==> config.mk <==
export PLATFORM = sky130hd
export DESIGN_NAME = adder_share_ctrl
export DESIGN_NICKNAME = d
export VERILOG_FILES = /design/src/rtl/adder_share_ctrl.sv
export SDC_FILE = /design/constraint.sdc
export NUM_CORES = 1
export LEC_CHECK = 0
export CAP_MARGIN = 10
export CORE_MARGIN = 4
export CORE_UTILIZATION = 43
export DETAILED_ROUTE_END_ITERATION = 12
export GPL_ROUTABILITY_DRIVEN = 0
export PLACE_DENSITY = 0.79
export SLEW_MARGIN = 5
export SYNTH_ARGS = -nofsm -noshare
export SYNTH_HDL_FRONTEND = slang
export SYNTH_SLANG_ARGS = --single-unit
==> constraint.sdc <==
create_clock -name clk -period 2.9 [get_ports clk]
set_clock_uncertainty 0.2 [all_clocks]
set_input_delay 0.435 -clock clk [delete_from_list [all_inputs] [get_ports clk]]
set_output_delay 0.435 -clock clk [all_outputs]
set_load 0.02 [all_outputs]
==> src/rtl/adder_share_ctrl.sv <==
// adder_share_ctrl: shares one SLICE-bit adder among up to four requesters.
// A W-bit add/subtract is run as a low pass then a high pass, with the
// inter-slice carry registered between them. Round-robin arbitration picks
// the next requester; only one transaction is in flight at a time.
module adder_share_ctrl #(
    parameter int N_REQ = 4,
    parameter int W     = 32,
    parameter int SLICE = 16
) (
    input  logic               clk,
    input  logic               rstn,
    input  logic [N_REQ-1:0]   req_valid,
    output logic [N_REQ-1:0]   req_ready,
    input  logic [N_REQ*W-1:0] req_a,
    input  logic [N_REQ*W-1:0] req_b,
    input  logic [N_REQ-1:0]   req_sub,
    output logic               rsp_valid,
    input  logic               rsp_ready,
    output logic [1:0]         rsp_id,
    output logic [W-1:0]       rsp_sum,
    output logic               rsp_cout,
    output logic               rsp_ovf,
    output logic               busy
);

    typedef enum logic [1:0] {
        ST_IDLE = 2'd0,
        ST_LO   = 2'd1,
        ST_HI   = 2'd2,
        ST_RESP = 2'd3
    } state_t;

    // The one shared slice: SLICE-bit a + b + cin, carry-out in the top bit.
    function automatic logic [SLICE:0] slice_add(
        input logic [SLICE-1:0] a,
        input logic [SLICE-1:0] b,
        input logic             cin
    );
        return {1'b0, a} + {1'b0, b} + {{SLICE{1'b0}}, cin};
    endfunction

    state_t             state_r;
    state_t             state_next_s;
    logic [1:0]         ptr_r;
    logic [1:0]         ptr_next_s;

    logic [3:0]         valid4_s;
    logic [3:0]         sub4_s;
    logic [W-1:0]       a_arr_s [4];
    logic [W-1:0]       b_arr_s [4];
    logic               grant_found_s;
    logic [1:0]         grant_idx_s;
    logic [1:0]         cand_idx_s;
    logic               hit_s;
    logic [N_REQ-1:0]   req_ready_s;

    logic [W-1:0]       a_r;
    logic [W-1:0]       b_r;
    logic               sub_r;
    logic [1:0]         id_r;
    logic [SLICE-1:0]   lo_sum_r;
    logic               c16_r;
    logic [SLICE:0]     lo_s;
    logic [SLICE:0]     hi_s;
    logic               c31_s;

    logic [W-1:0]       rsp_sum_r;
    logic               rsp_cout_r;
    logic               rsp_ovf_r;
    logic [1:0]         rsp_id_r;

    // Unpack the per-requester buses into arrays indexed by the grant.
    always_comb begin
        valid4_s = 4'(req_valid);
        sub4_s   = 4'(req_sub);
        for (int i = 0; i < 4; i++) begin
            a_arr_s[i] = {W{1'b0}};
            b_arr_s[i] = {W{1'b0}};
        end
        for (int i = 0; i < N_REQ; i++) begin
            a_arr_s[i] = req_a[i*W +: W];
            b_arr_s[i] = req_b[i*W +: W];
        end
    end

    // Round-robin search starting at ptr with wrap-around modulo N_REQ.
    always_comb begin
        grant_found_s = 1'b0;
        grant_idx_s   = 2'd0;
        cand_idx_s    = 2'd0;
        hit_s         = 1'b0;
        for (int k = 0; k < N_REQ; k++) begin
            cand_idx_s    = 2'((int'(ptr_r) + k) % N_REQ);
            hit_s         = !grant_found_s && valid4_s[cand_idx_s];
            grant_idx_s   = hit_s ? cand_idx_s : grant_idx_s;
            grant_found_s = grant_found_s || hit_s;
        end
        ptr_next_s = 2'((int'(grant_idx_s) + 1) % N_REQ);
    end

    // Next-state logic and the combinational grant handshake.
    always_comb begin
        state_next_s = state_r;
        req_ready_s  = {N_REQ{1'b0}};
        case (state_r)
            ST_IDLE: begin
                if (grant_found_s && rstn) begin
                    state_next_s = ST_LO;
                    req_ready_s  = N_REQ'(4'b0001 << grant_idx_s);
                end else begin
                    state_next_s = ST_IDLE;
                end
            end
            ST_LO:   state_next_s = ST_HI;
            ST_HI:   state_next_s = ST_RESP;
            ST_RESP: begin
                if (rsp_ready) begin
                    state_next_s = ST_IDLE;
                end else begin
                    state_next_s = ST_RESP;
                end
            end
            default: state_next_s = ST_IDLE;
        endcase
    end

    // State register and round-robin pointer; ptr moves only on a grant.
    always_ff @(posedge clk or negedge rstn) begin
        if (!rstn) begin
            state_r <= ST_IDLE;
            ptr_r   <= 2'd0;
        end else begin
            state_r <= state_next_s;
            if (state_r == ST_IDLE && grant_found_s) begin
                ptr_r <= ptr_next_s;
            end else begin
                ptr_r <= ptr_r;
            end
        end
    end

    assign lo_s  = slice_add(a_r[SLICE-1:0], b_r[SLICE-1:0], sub_r);
    assign hi_s  = slice_add(a_r[W-1:SLICE], b_r[W-1:SLICE], c16_r);
    // Carry into the sign bit recovered from the sign-bit sum.
    assign c31_s = a_r[W-1] ^ b_r[W-1] ^ hi_s[SLICE-1];

    // Operand capture at grant, low pass, high pass, then hold the result.
    always_ff @(posedge clk or negedge rstn) begin
        if (!rstn) begin
            a_r        <= {W{1'b0}};
            b_r        <= {W{1'b0}};
            sub_r      <= 1'b0;
            id_r       <= 2'd0;
            lo_sum_r   <= {SLICE{1'b0}};
            c16_r      <= 1'b0;
            rsp_sum_r  <= {W{1'b0}};
            rsp_cout_r <= 1'b0;
            rsp_ovf_r  <= 1'b0;
            rsp_id_r   <= 2'd0;
        end else begin
            case (state_r)
                ST_IDLE: begin
                    if (grant_found_s) begin
                        a_r   <= a_arr_s[grant_idx_s];
                        b_r   <= sub4_s[grant_idx_s] ? ~b_arr_s[grant_idx_s]
                                                     : b_arr_s[grant_idx_s];
                        sub_r <= sub4_s[grant_idx_s];
                        id_r  <= grant_idx_s;
                    end else begin
                        a_r   <= a_r;
                    end
                end
                ST_LO: begin
                    lo_sum_r <= lo_s[SLICE-1:0];
                    c16_r    <= lo_s[SLICE];
                end
                ST_HI: begin
                    rsp_sum_r  <= {hi_s[SLICE-1:0], lo_sum_r};
                    rsp_cout_r <= hi_s[SLICE];
                    rsp_ovf_r  <= hi_s[SLICE] ^ c31_s;
                    rsp_id_r   <= id_r;
                end
                ST_RESP: begin
                    rsp_sum_r <= rsp_sum_r;
                end
                default: begin
                    rsp_sum_r <= rsp_sum_r;
                end
            endcase
        end
    end

    assign req_ready = req_ready_s;
    assign rsp_valid = (state_r == ST_RESP);
    assign busy      = (state_r != ST_IDLE);
    assign rsp_id    = rsp_id_r;
    assign rsp_sum   = rsp_sum_r;
    assign rsp_cout  = rsp_cout_r;
    assign rsp_ovf   = rsp_ovf_r;

endmodule

==> metrics.log, run 1 <==
INFO  metric run_status = complete, no violations
INFO  metric worst_ep_required_time = 2270 ps
INFO  metric first_global_vias = 8918
INFO  metric utilization = 0.632
INFO  metric worst_path_max_delay_cell = sky130_fd_sc_hd__clkdlybuf4s50_1
INFO  metric final_cells = 1682
INFO  metric die_width = 155 microns
INFO  metric holdCritPathClass = flip-flop to flip-flop
INFO  metric synth-warning-count = 0
INFO  metric clock_tree.htree_level_count = 4
INFO  metric n_antenna_cell = 0
INFO  metric cts_tree = built
INFO  metric grt_setup_unrepaired = no
INFO  metric mappedNetlistArea = 0.00925 sq mm
INFO  metric leakagePower = 5.45 nW
INFO  metric route.detailed.drc = 0
INFO  metric list_of_cells_traversed_by_the_critical_path = clkdlybuf4s50_1 > buf_4 > a21oi_1 > o2bb2a_4 > buf_4 > ha_1 > and3_1 > clkdlybuf4s15_1
INFO  metric cts_max_path_buffers = 2
INFO  metric detailedPlacementHpwl = 23000 microns
INFO  metric holdWs = 269 ps
INFO  metric mostFrequentLayoutCell = sky130_fd_sc_hd__clkdlybuf4s50_1
INFO  metric timing_max_transition_violations_final = 0
INFO  metric detailed_router_iteration_count_before_antenna_repair = 5
INFO  metric ioPinCount = 309
INFO  metric seq_area_frac_synth = 0.335
INFO  metric clk-insertion-delay-late = 410 ps
INFO  metric async_flop_share = 1.00
INFO  metric grt_pass1_wl = 46700 microns
INFO  metric tightestPinTransition = 728 ps
INFO  metric first_iter_violations = 655
INFO  metric post_placement_setup_slack = -277 ps
INFO  metric critical_path.reg2reg.startpoint = a_r[0]
INFO  metric cts_root_buffer = sky130_fd_sc_hd__clkbuf_16
INFO  metric post_synth.cell_area_avg = 8.31 sq um
INFO  metric critical_path_class = primary input to primary output
INFO  metric die_h = 155 microns
INFO  metric cp-startpoint = req_valid[0]
INFO  metric finalWirelength = 29400 microns
INFO  metric final_layout_size_suffix_gt1_frac = 0.0711
INFO  metric synth-edff-count = 0
INFO  metric start_util = 0.439
INFO  metric power_per_cell_area = 1000 mW/mm^2
INFO  metric tritoncts_num_sinks = 124
INFO  metric drt-vias-per-instance = 5.40
INFO  metric routedWlPerCell = 17.5 microns
INFO  metric critical_path.n_buffers_inverters = 4
INFO  metric detailroute.via_count = 9090
INFO  metric cts-buffers-inserted = 17
INFO  metric fmax = 357 MHz
INFO  metric grt_start_max_net_pins = 112
INFO  metric min_from = lo_sum_r[7]
INFO  metric worst_setup_path_end_kind = primary output
INFO  metric layout_setup_ws = 98.5 ps
INFO  metric post_synth_num_cell_types = 56
INFO  metric startpoint_type = primary input
INFO  metric grt_antenna_before_repair = 0
INFO  metric synthToLayoutAreaGrowth = 43.9%
INFO  metric overflow = 0
INFO  metric cp.arrival = 2170 ps
INFO  metric coreArea = 0.0211 sq mm
INFO  metric final_antenna_net_count = 0
INFO  metric min_period_over_period = 0.966
INFO  metric fin_nets = 1699
INFO  metric synth_seq_cells = 124
INFO  metric vdd_drop_max = 429 uV
INFO  metric timing_hold_violations_final = 0
INFO  metric cell_repeated_most_along_the_worst_path = sky130_fd_sc_hd__buf_4
INFO  metric placed_cells = 1647
INFO  metric die_area = 0.0239 sq mm
INFO  metric slew-limit-headroom = 0.515
INFO  metric stdcell_area = 0.0133 sq mm
INFO  metric timing.critical_path.max_delay_family = buffers and inverters
INFO  metric buffer_ports.inserted = 308
INFO  metric synthCells = 1113
INFO  metric setup_viol_count_final = 0
INFO  metric synthesis.nets = 1418
INFO  metric cpPeakStageDelay = 520 ps
INFO  metric timing.final.crit_period = 2800 ps
INFO  metric globalRouteTotalUtil = 0.242
INFO  metric placementRows = 53
INFO  metric critical_path_peak_fanout = 4
INFO  metric yosys_most_used_dff = sky130_fd_sc_hd__dfrtp_1
INFO  metric fillerInstances = 1785
INFO  metric clkTransAtPathRegs = 60 ps
INFO  metric dpl_cell_area = 0.0127 sq mm
INFO  metric timing.max_cap.violations = 0
INFO  metric layout.cells.most_common_list = sky130_fd_sc_hd__clkdlybuf4s50_1, sky130_fd_sc_hd__nand2_1, sky130_fd_sc_hd__dfrtp_1
registers in the layout, summed over array words and instances (netlist names):
register,count
sub_r,1
c16_r,1
a_r,32
rsp_sum,32
rsp_cout,1
id_r,2
state_r,2
lo_sum_r,16
ptr_r,2
b_r,32
rsp_ovf,1
rsp_id,2
per-stage QoR:
stage          power [mW]  setup TNS (ps)
3_5_place_dp         11.0           -1320
3_3_place_gp         10.7            -927
2_1_floorplan        8.36               0
6_report             13.4               0
4_1_cts              13.3               0
5_1_grt              14.5               0
cells by family after synthesis:
kind of cell	after synthesis	share of synthesized area
flip-flops	124	0.335
AO/OA/AOI/OAI	313	0.233
multiplexers	2	0.00216
buffers and inverters	101	0.0458
AND/OR/NAND/NOR	388	0.190
adder cells (fa/ha/maj)	38	0.0546
XOR/XNOR	147	0.139
worst reg2reg max path: stages (launching register included):
cell and delay [ps]:
sky130_fd_sc_hd__dfrtp_1 400, sky130_fd_sc_hd__fa_2 420, sky130_fd_sc_hd__fa_2 370, sky130_fd_sc_hd__a211oi_2 240, sky130_fd_sc_hd__o21ai_1 120, sky130_fd_sc_hd__a41o_1 320
sky130_fd_sc_hd__a221oi_2 330, sky130_fd_sc_hd__nor2_1 70, sky130_fd_sc_hd__o22a_1 150
area by class of cell:
cell class | instances | area [sq um] | share of cell area
Clock inverter | 13 | 164 | 0.0123
Multi-Input combinational cell | 888 | 5780 | 0.434
Sequential cell | 124 | 3100 | 0.233
Inverter | 12 | 45.0 | 0.00338
Timing Repair Buffer | 351 | 3430 | 0.257
Clock buffer | 19 | 453 | 0.0340
Tap cell | 275 | 344 | 0.0258
what timing repair did:
action / CTS / global route
setup endpoints to repair: 6 / 12
buffers inserted: 1 / 1
hold endpoints to repair: 26 / 0
resized for setup: 9 / 15
pin swaps: 1 / 3
hold buffers: 1 / 0
metal layers:
layer  global-route usage  wire length (microns)  vias to the layer above  part of all wire
met1                0.322                  12600                     4235              0.43
li1                     -                      -                     4478                 -
met4               0.0913                    918                        0             0.031
met2                0.394                  14100                      312              0.48
met3               0.0439                   1850                       65             0.063
met5                    0                      0                        -                 0
power by group:
part,internal [mW],total [mW],switching [mW]
clock network,1.40,2.20,0.799
registers,2.60,3.28,0.682
logic,3.38,7.88,4.50
total,7.38,13.4,5.98
synth_stat cells (all sizes together), types with 2 or more instances:
cell type	instances	share of area
a211oi	74	0.060
a21o	8	0.0065
a21oi	30	0.016
a22o	2	0.0019
a31oi	34	0.023
and2	2	0.0014
and2b	6	0.0049
and3	8	0.0054
buf	35	0.019
clkbuf	54	0.022
dfrtp	124	0.34
fa	4	0.0087
ha	34	0.046
inv	12	0.0049
mux2i	2	0.0022
nand2	214	0.087
nand2b	4	0.0027
nand3	10	0.0054
nand3b	2	0.0016
nand4	3	0.0020
nor2	58	0.024
nor2b	63	0.043
nor3	7	0.0043
nor3b	2	0.0016
nor4	3	0.0020
nor4b	2	0.0019
o211ai	68	0.055
o21a	3	0.0024
o21ai	44	0.024
o311ai	2	0.0019
o31ai	35	0.029
xnor2	72	0.068
xor2	75	0.071
final timing paths:
check | to | slack [ps] | cells after the start
max | req_ready[2] | 100 | 8
min in group asynchronous | b_r[19] | 310 | 2
min | rsp_sum[7] | 270 | 2
max reg2reg | lo_sum_r[14] | 160 | 8
max in group asynchronous | a_r[22] | 1340 | 3
min reg2reg | rsp_sum[7] | 270 | 2
No activity file was read; power rests on OpenSTA's default activity.
==> run 2: changes to the inputs <==
--- a/config.mk
+++ b/config.mk
@@ -8,6 +8,7 @@
 export CAP_MARGIN = 10
 export CORE_MARGIN = 4
 export CORE_UTILIZATION = 43
+export CTS_CLUSTER_DIAMETER = 50
 export DETAILED_ROUTE_END_ITERATION = 12
 export GPL_ROUTABILITY_DRIVEN = 0
 export PLACE_DENSITY = 0.79
==> results of run 2 <==
The final DEF is identical to that of run 1; final timing and power are the same.
==> run 3: changes to the inputs <==
--- a/config.mk
+++ b/config.mk
@@ -6,12 +6,12 @@
 export NUM_CORES = 1
 export LEC_CHECK = 0
 export CAP_MARGIN = 10
-export CORE_MARGIN = 4
 export CORE_UTILIZATION = 43
 export CTS_CLUSTER_DIAMETER = 50
 export DETAILED_ROUTE_END_ITERATION = 12
 export GPL_ROUTABILITY_DRIVEN = 0
 export PLACE_DENSITY = 0.79
+export SETUP_SLACK_MARGIN = 0.2
 export SLEW_MARGIN = 5
 export SYNTH_ARGS = -nofsm -noshare
 export SYNTH_HDL_FRONTEND = slang
==> run 3 against run 2 <==
Effect of this change:
- sequential power hardly changed
- sequential cell count stayed put
- power is 0.46% higher
- combinational power is 3.0% higher
- first-iteration DRC count is 19% lower
- setup slack better by 140 ps
- count of clock-buffer cells in the layout is 1 lower
- via count is 0.47% higher
- largest power group unchanged
==> metrics.log, run 3 (synthesis gave the netlist of run 1 again) <==
INFO  metric die_area = 0.0221 sq mm (was 0.0239 sq mm)
INFO  metric tritoncts_num_sinks = 124 (unchanged)
INFO  metric detailed_router_iteration_count_before_antenna_repair = 5 (unchanged)
INFO  metric clkTransAtPathRegs = 60 ps (about the same)
INFO  metric slew-limit-headroom = 0.334 (was 0.515)
INFO  metric cts_tree = built (unchanged)
INFO  metric drt-vias-per-instance = 5.42 (was 5.40)
INFO  metric startpoint_type = flip-flop (was primary input)
INFO  metric placementRows = 53 (unchanged)
INFO  metric fin_tns_setup = 0 ps (unchanged)
INFO  metric start_util = 0.439 (unchanged)
INFO  metric grt_antenna_before_repair = 1 (was 0)
INFO  metric fillerInstances = 1756 (was 1785)
INFO  metric layout.cells.most_common_list = sky130_fd_sc_hd__clkdlybuf4s50_1, sky130_fd_sc_hd__nand2_1, sky130_fd_sc_hd__dfrtp_1 (unchanged)
INFO  metric die_width = 149 microns (was 155 microns)
INFO  metric finalWirelength = 28800 microns (was 29400 microns)
INFO  metric synthToLayoutAreaGrowth = 44.9% (was 43.9%)
INFO  metric cpPeakStageDelay = 410 ps (was 520 ps)
INFO  metric mostFrequentLayoutCell = sky130_fd_sc_hd__clkdlybuf4s50_1 (unchanged)
INFO  metric utilization = 0.636 (was 0.632)
INFO  metric vdd_drop_max = 424 uV (was 429 uV)
INFO  metric first_iter_violations = 531 (was 655)
INFO  metric critical_path_peak_fanout = 4 (unchanged)
INFO  metric grt_setup_unrepaired = yes (was no)
INFO  metric leakagePower = 5.45 nW (about the same)
INFO  metric worst_path_max_delay_cell = sky130_fd_sc_hd__fa_2 (was sky130_fd_sc_hd__clkdlybuf4s50_1)
INFO  metric worst_ep_required_time = 3000 ps (was 2270 ps)
INFO  metric cp.arrival = 2760 ps (was 2170 ps)
INFO  metric holdWs = 218 ps (was 269 ps)
INFO  metric timing_max_transition_violations_final = 0 (unchanged)
INFO  metric timing.max_cap.violations = 0 (unchanged)
INFO  metric timing_hold_violations_final = 0 (unchanged)
INFO  metric clk-insertion-delay-late = 420 ps (was 410 ps)
INFO  metric buffer_ports.inserted = 308 (unchanged)
INFO  metric cts-buffers-inserted = 17 (unchanged)
INFO  metric first_global_vias = 8708 (was 8918)
INFO  metric detailroute.via_count = 9133 (was 9090)
INFO  metric cts_root_buffer = sky130_fd_sc_hd__clkbuf_16 (unchanged)
INFO  metric final_antenna_net_count = 0 (unchanged)
INFO  metric holdCritPathClass = primary input to async pin (was flip-flop to flip-flop)
INFO  metric power_per_cell_area = 1000 mW/mm^2 (about the same)
INFO  metric placed_cells = 1642 (was 1647)
INFO  metric critical_path_class = flip-flop to flip-flop (was primary input to primary output)
INFO  metric die_h = 149 microns (was 155 microns)
INFO  metric run_status = complete, no violations (unchanged)
INFO  metric list_of_cells_traversed_by_the_critical_path = fa_2 > fa_2 > a211oi_2 > o21ai_2 > a41o_1 > a221oi_2 > nor2_1 > o22a_1 (was clkdlybuf4s50_1 > buf_4 > a21oi_1 > o2bb2a_4 > buf_4 > ha_1 > and3_1 > clkdlybuf4s15_1)
INFO  metric fin_nets = 1701 (was 1699)
INFO  metric min_period_over_period = 0.919 (was 0.966)
INFO  metric coreArea = 0.0211 sq mm (unchanged)
INFO  metric fmax = 375 MHz (was 357 MHz)
INFO  metric tightestPinTransition = 1000 ps (was 728 ps)
INFO  metric cell_repeated_most_along_the_worst_path = sky130_fd_sc_hd__fa_2 (was sky130_fd_sc_hd__buf_4)
INFO  metric setup_viol_count_final = 0 (unchanged)
INFO  metric detailedPlacementHpwl = 22000 microns (was 23000 microns)
INFO  metric grt_start_max_net_pins = 112 (unchanged)
INFO  metric final_layout_size_suffix_gt1_frac = 0.0838 (was 0.0711)
INFO  metric clock_tree.htree_level_count = 4 (unchanged)
INFO  metric worst_setup_path_end_kind = flip-flop (was primary output)
INFO  metric final_cells = 1684 (was 1682)
INFO  metric grt_pass1_wl = 45300 microns (was 46700 microns)
INFO  metric register_to_register_path_depth = 8 (unchanged)
INFO  metric globalRouteTotalUtil = 0.264 (was 0.242)
INFO  metric cts_max_path_buffers = 2 (unchanged)
INFO  metric routedWlPerCell = 17.1 microns (was 17.5 microns)
INFO  metric overflow = 0 (unchanged)
INFO  metric timing.final.crit_period = 2660 ps (was 2800 ps)
INFO  metric ioPinCount = 309 (unchanged)
INFO  metric route.detailed.drc = 0 (unchanged)
-- run 3: cell count changes in the layout (fill, tap and decap cells not counted), sizes merged --
| cell | previous run | this run |
|---|---|---|
| dlygate4sd2 | 0 | 1 |
| diode | 0 | 1 |
| clkinvlp | 2 | 5 |
| clkinv | 5 | 4 |
| dlymetal6s2s | 0 | 1 |
| clkbuf | 20 | 18 |
| clkdlybuf4s50 | 299 | 297 |
| clkdlybuf4s15 | 1 | 0 |
| buf | 49 | 53 |
| bufinv | 3 | 1 |
-- run 3: final cells by class --
class	instances	area [sq um]	area share
Antenna cell	1	2.50	0.000187
Clock buffer	18	439	0.0328
Clock inverter	13	118	0.00877
Inverter	12	45.0	0.00336
Multi-Input combinational cell	888	5880	0.439
Sequential cell	124	3110	0.232
Tap cell	275	344	0.0257
Timing Repair Buffer	353	3470	0.259
-- run 3: timing repair --
action / in CTS / in global routing
hold buffers: 1 / 0
buffers inserted: 4 / 5
endpoints found under the hold margin: 26 / 0
cloned: 0 / 0
setup endpoints to repair: 11 / 13
gates resized for setup: 29 / 24
pin swaps: 4 / 15
-- run 3: routing by layer --
layer  routed length, microns  vias to the layer above  share of wire  global-route usage
li1                         -                     4488              -                   -
met1                    12400                     4263           0.43               0.352
met2                    14100                      330           0.49               0.433
met3                     1580                       52          0.055              0.0356
met4                      775                        0          0.027               0.102
met5                        0                        -              0                   0
-- run 3: path summary, 6_finish.rpt --
kind                             startpoint           end  slack (ps)
max in group asynchronous              rstn   lo_sum_r[4]        1080
worst max register to register        sub_r  lo_sum_r[14]         240
min in group clk                lo_sum_r[8]    rsp_sum[8]         270
worst max-delay path                  sub_r  lo_sum_r[14]         240
worst min register to register  lo_sum_r[8]    rsp_sum[8]         270
worst min-delay path                   rstn       b_r[22]         220
-- run 3: stage by stage --
| stage | cell area (sq um) | total power [mW] | setup WS (ps) |
|---|---|---|---|
| detailed placement | 12700 | 11.0 | -251 |
| finish | 13400 | 13.4 | 236 |
| global route | 13400 | 14.5 | 151 |
| CTS | 13300 | 13.2 | 208 |
| floorplan | 9260 | 8.38 | 218 |
| global placement | 12700 | 10.7 | -224 |
-- run 3: report_power, final --
| group | total [mW] | switching, mW | internal [mW] | leakage (nW) |
|---|---|---|---|---|
| Sequential | 3.29 | 0.695 | 2.60 | 1.49 |
| Clock | 2.01 | 0.812 | 1.20 | 0.261 |
| Combinational | 8.12 | 4.62 | 3.50 | 3.70 |
-- run 3: worst max-delay path, delay by kind of cell (launching register included) --
family,cells,cell delay (ps)
AO/OA/AOI/OAI,5,1100
adder cells (fa/ha/maj),2,770
flip-flops,1,400
AND/OR/NAND/NOR,1,70
